===== src/rtl/fifo_wr_arbiter_if.sv =====
// fifo_wr_arbiter_if: producer and FIFO write-side bundle shared by the round-robin write arbiter
interface fifo_wr_arbiter_if #(
   parameter int NUM_REQ    = 4,
   parameter int DATA_WIDTH = 8
);
   localparam int IW = $clog2(NUM_REQ);
   logic [NUM_REQ-1:0]            req_valid;
   logic [NUM_REQ*DATA_WIDTH-1:0] req_data;
   logic [NUM_REQ-1:0]            req_ready;
   logic                          full;
   logic                          wr_enb;
   logic [DATA_WIDTH-1:0]         wr_data;
   logic [IW-1:0]                 grant_id;
   logic                          busy;
   modport master (
      output req_valid, req_data, full,
      input  req_ready, wr_enb, wr_data, grant_id, busy
   );
   modport slave (
      input  req_valid, req_data, full,
      output req_ready, wr_enb, wr_data, grant_id, busy
   );
endinterface


===== src/rtl/fifo_wr_arbiter.sv =====
// fifo_wr_arbiter: round-robin burst arbiter sharing one FIFO write port between NUM_REQ producers
module fifo_wr_arbiter #(
   parameter int NUM_REQ    = 4,
   parameter int DATA_WIDTH = 8,
   parameter int MAX_BURST  = 4
) (
   input logic          wr_clk,
   input logic          rst,
   fifo_wr_arbiter_if.slave bus
);
   localparam int IW = $clog2(NUM_REQ);
   localparam int CW = $clog2(MAX_BURST + 1);
   typedef enum logic {IDLE, GRANT} state_t;
   state_t          state;
   logic [IW-1:0]   gid, rr_ptr, sel, nxt;
   logic [CW-1:0]   beat_cnt;
   logic            live, accept, last;
   // walk from farthest to nearest so the first valid at or after rr_ptr wins
   always_comb begin
      int idx;
      idx = 0;
      sel = rr_ptr;
      for (int k = NUM_REQ - 1; k >= 0; k--) begin
         idx = int'(rr_ptr) + k;
         idx = (idx >= NUM_REQ) ? idx - NUM_REQ : idx;
         if (bus.req_valid[idx]) sel = IW'(idx);
      end
   end
   assign live          = (state == GRANT) && !rst;
   assign accept        = live && !bus.full && bus.req_valid[gid];
   assign last          = beat_cnt == CW'(MAX_BURST - 1);
   assign nxt           = (gid == IW'(NUM_REQ - 1)) ? '0 : gid + 1'b1;
   assign bus.req_ready = (live && !bus.full) ? NUM_REQ'(1) << gid : '0;
   assign bus.wr_enb    = accept;
   assign bus.wr_data   = bus.req_data[gid*DATA_WIDTH +: DATA_WIDTH];
   assign bus.grant_id  = rst ? '0 : gid;
   assign bus.busy      = live;
   always_ff @(posedge wr_clk) begin
      if (rst) begin
         state    <= IDLE;
         gid      <= '0;
         rr_ptr   <= '0;
         beat_cnt <= '0;
      end else if (state == IDLE) begin
         if (!bus.full && |bus.req_valid) begin
            state    <= GRANT;
            gid      <= sel;
            beat_cnt <= '0;
         end
      end else if (!bus.req_valid[gid] || (accept && last)) begin
         state    <= IDLE;
         rr_ptr   <= nxt;
         beat_cnt <= '0;
      end else if (accept) begin
         beat_cnt <= beat_cnt + 1'b1;
      end
   end
endmodule


===== src/flat_wrapper.sv =====
// flat-port wrapper written by rule: the top's interface ports become plain ports
module fifo_wr_arbiter_flat 
#(
   parameter int NUM_REQ    = 4,
   parameter int DATA_WIDTH = 8,
   parameter int MAX_BURST  = 4
)
  (wr_clk, rst, bus_req_valid, bus_req_data, bus_full, bus_req_ready, bus_wr_enb, bus_wr_data, bus_grant_id, bus_busy);
  fifo_wr_arbiter_if #(.NUM_REQ(NUM_REQ), .DATA_WIDTH(DATA_WIDTH)) bus_i ();
  input logic wr_clk;
  input logic rst;
  input wire logic [$bits(bus_i.req_valid)-1:0] bus_req_valid;
  input wire logic [$bits(bus_i.req_data)-1:0] bus_req_data;
  input wire logic [$bits(bus_i.full)-1:0] bus_full;
  output wire logic [$bits(bus_i.req_ready)-1:0] bus_req_ready;
  output wire logic [$bits(bus_i.wr_enb)-1:0] bus_wr_enb;
  output wire logic [$bits(bus_i.wr_data)-1:0] bus_wr_data;
  output wire logic [$bits(bus_i.grant_id)-1:0] bus_grant_id;
  output wire logic [$bits(bus_i.busy)-1:0] bus_busy;
  assign bus_i.req_valid = bus_req_valid;
  assign bus_i.req_data = bus_req_data;
  assign bus_i.full = bus_full;
  assign bus_req_ready = bus_i.req_ready;
  assign bus_wr_enb = bus_i.wr_enb;
  assign bus_wr_data = bus_i.wr_data;
  assign bus_grant_id = bus_i.grant_id;
  assign bus_busy = bus_i.busy;
  fifo_wr_arbiter #(.NUM_REQ(NUM_REQ), .DATA_WIDTH(DATA_WIDTH), .MAX_BURST(MAX_BURST)) u_core (.wr_clk(wr_clk), .rst(rst), .bus(bus_i));
endmodule

===== config.mk =====
export PLATFORM = sky130hd
export DESIGN_NAME = fifo_wr_arbiter_flat
export DESIGN_NICKNAME = d
export VERILOG_FILES = /design/src/rtl/fifo_wr_arbiter_if.sv /design/src/rtl/fifo_wr_arbiter.sv /design/src/flat_wrapper.sv
export SDC_FILE = /design/constraint.sdc
export NUM_CORES = 1
export LEC_CHECK = 0
export CORE_MARGIN = 3
export CORE_UTILIZATION = 32
export DETAILED_ROUTE_END_ITERATION = 10
export GPL_ROUTABILITY_DRIVEN = 0
export HOLD_SLACK_MARGIN = 0.02
export PLACE_DENSITY = 0.78
export SLEW_MARGIN = 25
export SYNTH_ARGS = -nofsm -noshare
export SYNTH_HDL_FRONTEND = slang
export SYNTH_SLANG_ARGS = --single-unit
export TNS_END_PERCENT = 50

===== constraint.sdc =====
create_clock -name wr_clk -period 1.7 [get_ports wr_clk]
set_clock_uncertainty 0.1 [all_clocks]
set_input_delay 0.34 -clock wr_clk [delete_from_list [all_inputs] [get_ports wr_clk]]
set_output_delay 0.34 -clock wr_clk [all_outputs]
set_load 0.05 [all_outputs]

# --- Word-level counts from Yosys, hierarchy flattened ---
# Index checks and enable logic that the tools add are counted.
op_classes:
  n_addsub: 9
  n_mul: 0
  n_div: 0
  n_lt_le_gt_ge: 9
  n_eq_ne: 3
  shifts: 2
  mux: 32
  bitwise: 1
  n_reduce_logical: 14
ops:
  columns: ["operator", "n"]
  rows:
  - ["32-bit by 4-bit less-than comparator with 1-bit output, second input constant", 4]
  - ["32-bit two-way mux", 4]
  - ["32-bit by 4-bit >= comparator with 1-bit output, second input constant", 3]
  - ["32-bit by 4-bit subtractor with 32-bit output, second input constant", 3]
  - ["32-bit by 6-bit indexed part select with 8-bit output", 1]
  - ["1-bit two-way mux", 12]
  - ["2-bit two-way mux", 6]
  - ["3-bit two-way mux", 4]
  - ["1-bit binary-select mux with 2-bit select", 5]
  - ["2-bit by 2-bit adder with 3-bit output, second input constant", 2]
  - ["2-bit AND reduction", 3]
  - ["1-bit logical AND", 5]
  - ["4-bit two-way mux", 1]
  - ["4-bit OR reduction", 1]
  - ["1-bit by 2-bit << shifter with 4-bit output, first input constant", 1]
  - ["2-bit by 3-bit subtractor with 4-bit output, second input constant", 1]
  - ["2-bit by 1-bit adder with 3-bit output, second input constant", 1]
  - ["3-bit by 1-bit adder with 3-bit output, second input constant", 1]
  - ["3-bit by 2-bit equality test with 1-bit output, second input constant", 1]
  - ["2-bit by 3-bit >= comparator with 1-bit output, second input constant", 1]
  - ["1-bit zero test", 3]
  - ["2-bit by 3-bit less-than comparator with 1-bit output, second input constant", 1]
  - ["3-bit inequality test, second input constant", 1]
  - ["2-bit by 1-bit adder with 2-bit output, second input constant", 1]
  - ["other kinds (4)", 4]
word_totals:
  register_bits: 8
  latch_bits: 0
  ramBits: 0
  mem_bits_ro: 0
  in_bits: 39
  out_inout_bits: 16
  elab_cells: 74
  n_memories: 0

# --- Depth between registers and ports, before layout ---
depth:
  ltp_word: 10
  depth_mapped: 6
  mapped_depth_nobuf: 6

# --- Worst setup path before layout ---
# OpenSTA, ideal clock, no wires.
synth_path:
  kind: "flip-flop to output port"
  from: "register u_core.state"
  to: "output port bus_wr_enb"
  arrival_time_ns: 1.936
  required_ns: 1.260
  slack_ns: -0.676
  path_stages_with_launch: 4
  n_path_buf: 0
  cell_sequence: "dfxtp_1 > nor2b_1 > nor2b_1 > and2_1"
synth_via:
  elab_chain_cells: 3
synth_lines:
  columns: ["element", "line", "rtl"]
  rows:
  - ["from (decl)", "fifo_wr_arbiter.sv:14", "state_t state;"]
  - ["from (signal assigned)", "fifo_wr_arbiter.sv:40", "state <= IDLE;"]
  - ["from (signal assigned)", "fifo_wr_arbiter.sv:46", "state <= GRANT;"]
  - ["from (signal assigned)", "fifo_wr_arbiter.sv:51", "state <= IDLE;"]
  - ["1-bit logical AND", "fifo_wr_arbiter.sv:29", "assign live = (state == GRANT) && !rst;"]
  - ["named net bus_busy", "flat_wrapper.sv:19", "output wire logic [$bits(bus_i.busy)-1:0] bus_busy;"]
  - ["1-bit logical AND (2 in series)", "fifo_wr_arbiter.sv:30", "assign accept = live && !bus.full && bus.req_valid[gid];"]
  - ["to (decl)", "flat_wrapper.sv:16", "output wire logic [$bits(bus_i.wr_enb)-1:0] bus_wr_enb;"]
# The timed path passes the listed nets, and every way through them passes these cells.

# --- Worst setup path in the final report ---
layout_path:
  from: "register u_core.gid[0]"
  to: "output port bus_wr_enb"
layout_via:
  elab_chain_cells: 3
layout_lines:
  columns: ["element", "line", "rtl"]
  rows:
  - ["from (decl)", "fifo_wr_arbiter.sv:15", "logic [IW-1:0] gid, rr_ptr, sel, nxt;"]
  - ["from (signal assigned)", "fifo_wr_arbiter.sv:47", "gid <= sel;"]
  - ["1-bit binary-select mux with 2-bit select", "fifo_wr_arbiter.sv:30", null]
  - ["1-bit two-way mux (implied by the code)", "fifo_wr_arbiter.sv:30", null]
  - ["1-bit logical AND", "fifo_wr_arbiter.sv:30", null]
# Every way passes these cells. The select of a mux whose other input is x is not followed.

==> results.cfg <==
[global_routing]
grt_pass1_vias = 970
grt_antenna_before_repair = 0
grt_max_degree = 13
grt_pass1_wl_mm = 4.55
grt-ovfl-total = 0
groute.usage.overall_pct = 18.3

[place]
port_buffers = 54
hpwl_mm = 2.35
dpl_cell_area_mm2 = 0.00159
pre_cts_ws_ps = -522
placed_cells = 177

[setup_path]
required_ps = 1260
slowest_delay_ps = 530
crit_path_end = bus_wr_enb
crit_start = u_core.gid[0]
start_kind = flip-flop
cp_slowest_cell = mux4_2
crit_fanout = 3
cp.arrival_ps = 1490
cp_cell_sequence = mux4_2 > and2_4 > buf_12
crit_type = reg2out
rrSetupSlack_ps = -130
end_kind = primary output
r2r-end = u_core.beat_cnt[0]
r2r_cells = 6
r2r_start = u_core.gid[0]

[worst_hold_path]
worstHoldPathType = reg2reg
hp-start = u_core.beat_cnt[1]
hold_path_depth = 2

[clock_network]
clk_latency_ps = 260
cts_tree = yes
clk_pin_slew_ps = 50
htree_levels = 1
cts-buffers-inserted = 3
cts_root_buffer = clkbuf_4
clk_path_buf_depth = 2
cts.sinks = 8

[layout]
fin_area_mm2 = 0.00169
syn_to_final_growth_pct = 110
final_cells = 182
nets = 201
drive_above_1_share_pct = 43.5
diodes = 0
fin_util_pct = 73.6

[sta]
tns_ps = -2360
fin_hold_ws_ps = 384
finalHoldViolations = 0
period_share_pct = 113
setup_slack_ps = -228
finalSetupViolCount = 16
relSlewSlack_pct = 76.5
rsz0062_at_grt = true
worst_slew_pin_slew_ps = 349
timing.fmax_mhz = 519
maxSlewViolCount = 0
fin_crit_ps = 1930

[synth]
ys_ff_latch = 8
synth_top_family_by_area = multiplexers
synth.distinct_cells = 27
synthFlopType = dfxtp_1
syn_nets = 127
synth-edff-count = 0
synthCells = 82
synth-simple-area-share_pct = 23.6
muxShareOfSynthArea_pct = 32.7
synth-xor-area-share_pct = 0
synth_warnings = 0
async_reset_ff_share_pct = 0
synth_fa_ha_area_share_pct = 9.33
avgSynthCellArea_um2 = 9.81
synth-compound-area-share_pct = 11.5
netlist_area_um2 = 805
seq_area_frac_synth_pct = 19.9

[floorplanning]
rows = 17
dieArea_mm2 = 0.00315
fp.dieH_um = 56.1
io_pins = 55
core_mm2 = 0.00230
start_util_pct = 35.0
die_w_um = 56.1

[drt]
finalWirelength_mm = 2.80
drt-initial-drc-count = 17
vias = 930
viasPerCell = 5.11
ant_nets = 0
routedWlPerCell_um = 15.4
drt_pass1_iterations = 4
drc_errors = 0

[outcome]
status = finished, violations left
violations = negative setup slack

[job]
cap_violations = 0

[power]
leakage_nw = 0.671
peakVddDrop_mv = 0.435
power_density_mw_per_mm2 = 451
report.power.total_mw = 0.763
[critical path, delay by kind of cell, from the launching register on]
| kind | cells | cell delay [ps] |
|---|---|---|
| flip-flops | 1 | 370 |
| buffers and inverters | 1 | 140 |
| multiplexers | 1 | 530 |
| AND/OR/NAND/NOR | 1 | 190 |
[registers in the layout, summed over array words and instances, names as in the netlist]
register         count
u_core.gid           2
u_core.state         1
u_core.beat_cnt      3
u_core.rr_ptr        2
[layout by cell type (no fill, tap or decap), types with 2 or more instances in the layout]
cell	instances
a21oi_1	4
and2_2	2
and2_4	3
buf_12	9
buf_4	15
buf_6	10
clkbuf_4	3
clkdlybuf4s50_1	32
dfxtp_1	4
dfxtp_2	2
dfxtp_4	2
dlygate4sd2_1	5
ha_1	6
inv_1	2
mux2_4	2
mux2i_1	3
mux4_2	9
nand2_1	2
nand2b_1	4
nand3_1	2
nand4_1	2
nor2_1	7
nor2b_1	5
nor2b_4	2
o21bai_1	3
[metal layers]
layer,part of all wire [%],GRT usage (%)
met5,0,0
met4,1.5,5.08
met3,9.2,4.64
met2,50,32.1
met1,40,21.8
[worst min path at each step]
stage / endpoint / slack [ps]
detailed placement: u_core.beat_cnt[1] / 390
finish: u_core.beat_cnt[1] / 380
global placement: u_core.beat_cnt[1] / 370
floorplan: u_core.beat_cnt[1] / 360
CTS: u_core.beat_cnt[1] / 380
global route: u_core.beat_cnt[1] / 400
[final cells by class]
| class | instances | area (µm²) |
|---|---|---|
| inverter | 3 | 11.3 |
| fill | 175 | 607 |
| timing repair buffer | 72 | 779 |
| clock buffer | 3 | 22.5 |
| multi-input combinational | 68 | 672 |
| sequential | 8 | 170 |
| tap | 28 | 35.0 |
[Yosys cell counts (all sizes together) (2+ instances only)]
cell type,n,area [µm²]
nor2,9,33.8
inv,3,11.3
nand2,2,7.51
o21ai,2,13.8
a21oi,5,28.8
dfxtp,8,160
nand2b,4,25.0
mux4,9,203
mux2,2,30.0
o21bai,3,22.5
nand4,2,12.5
mux2i,3,30.0
ha,6,75.1
nor2b,7,43.8
a21boi,2,18.8
and2,5,31.3
nand3,2,10.0
clkbuf,2,7.51
[cells by family (layout without fill, tap and decap cells)]
family,count (synthesis),count (layout)
adder cells (fa/ha/maj),6,6
buffers and inverters,6,78
flip-flops,8,8
AO/OA/AOI/OAI,13,13
AND/OR/NAND/NOR,35,35
multiplexers,14,14
[where the power goes]
| group | internal [mW] | switching, mW | total [mW] | leakage, nW |
|---|---|---|---|---|
| clock network | 0.0810 | 0.0681 | 0.149 | 0.0138 |
| logic | 0.223 | 0.188 | 0.411 | 0.589 |
| registers | 0.194 | 0.00853 | 0.203 | 0.0675 |
| total | 0.498 | 0.265 | 0.763 | 0.671 |
[timing repair]
| item | in CTS | in global routing |
|---|---|---|
| pin swaps | 2 | 2 |
| endpoints found under the hold margin | 0 | 0 |
| buffers inserted | 2 | 0 |
| gates resized for setup | 26 | 3 |
| setup endpoints to repair | 22 | 18 |
| gates cloned | 0 | 0 |
| hold buffers | 0 | 0 |
(Power assumes the default switching activity.)
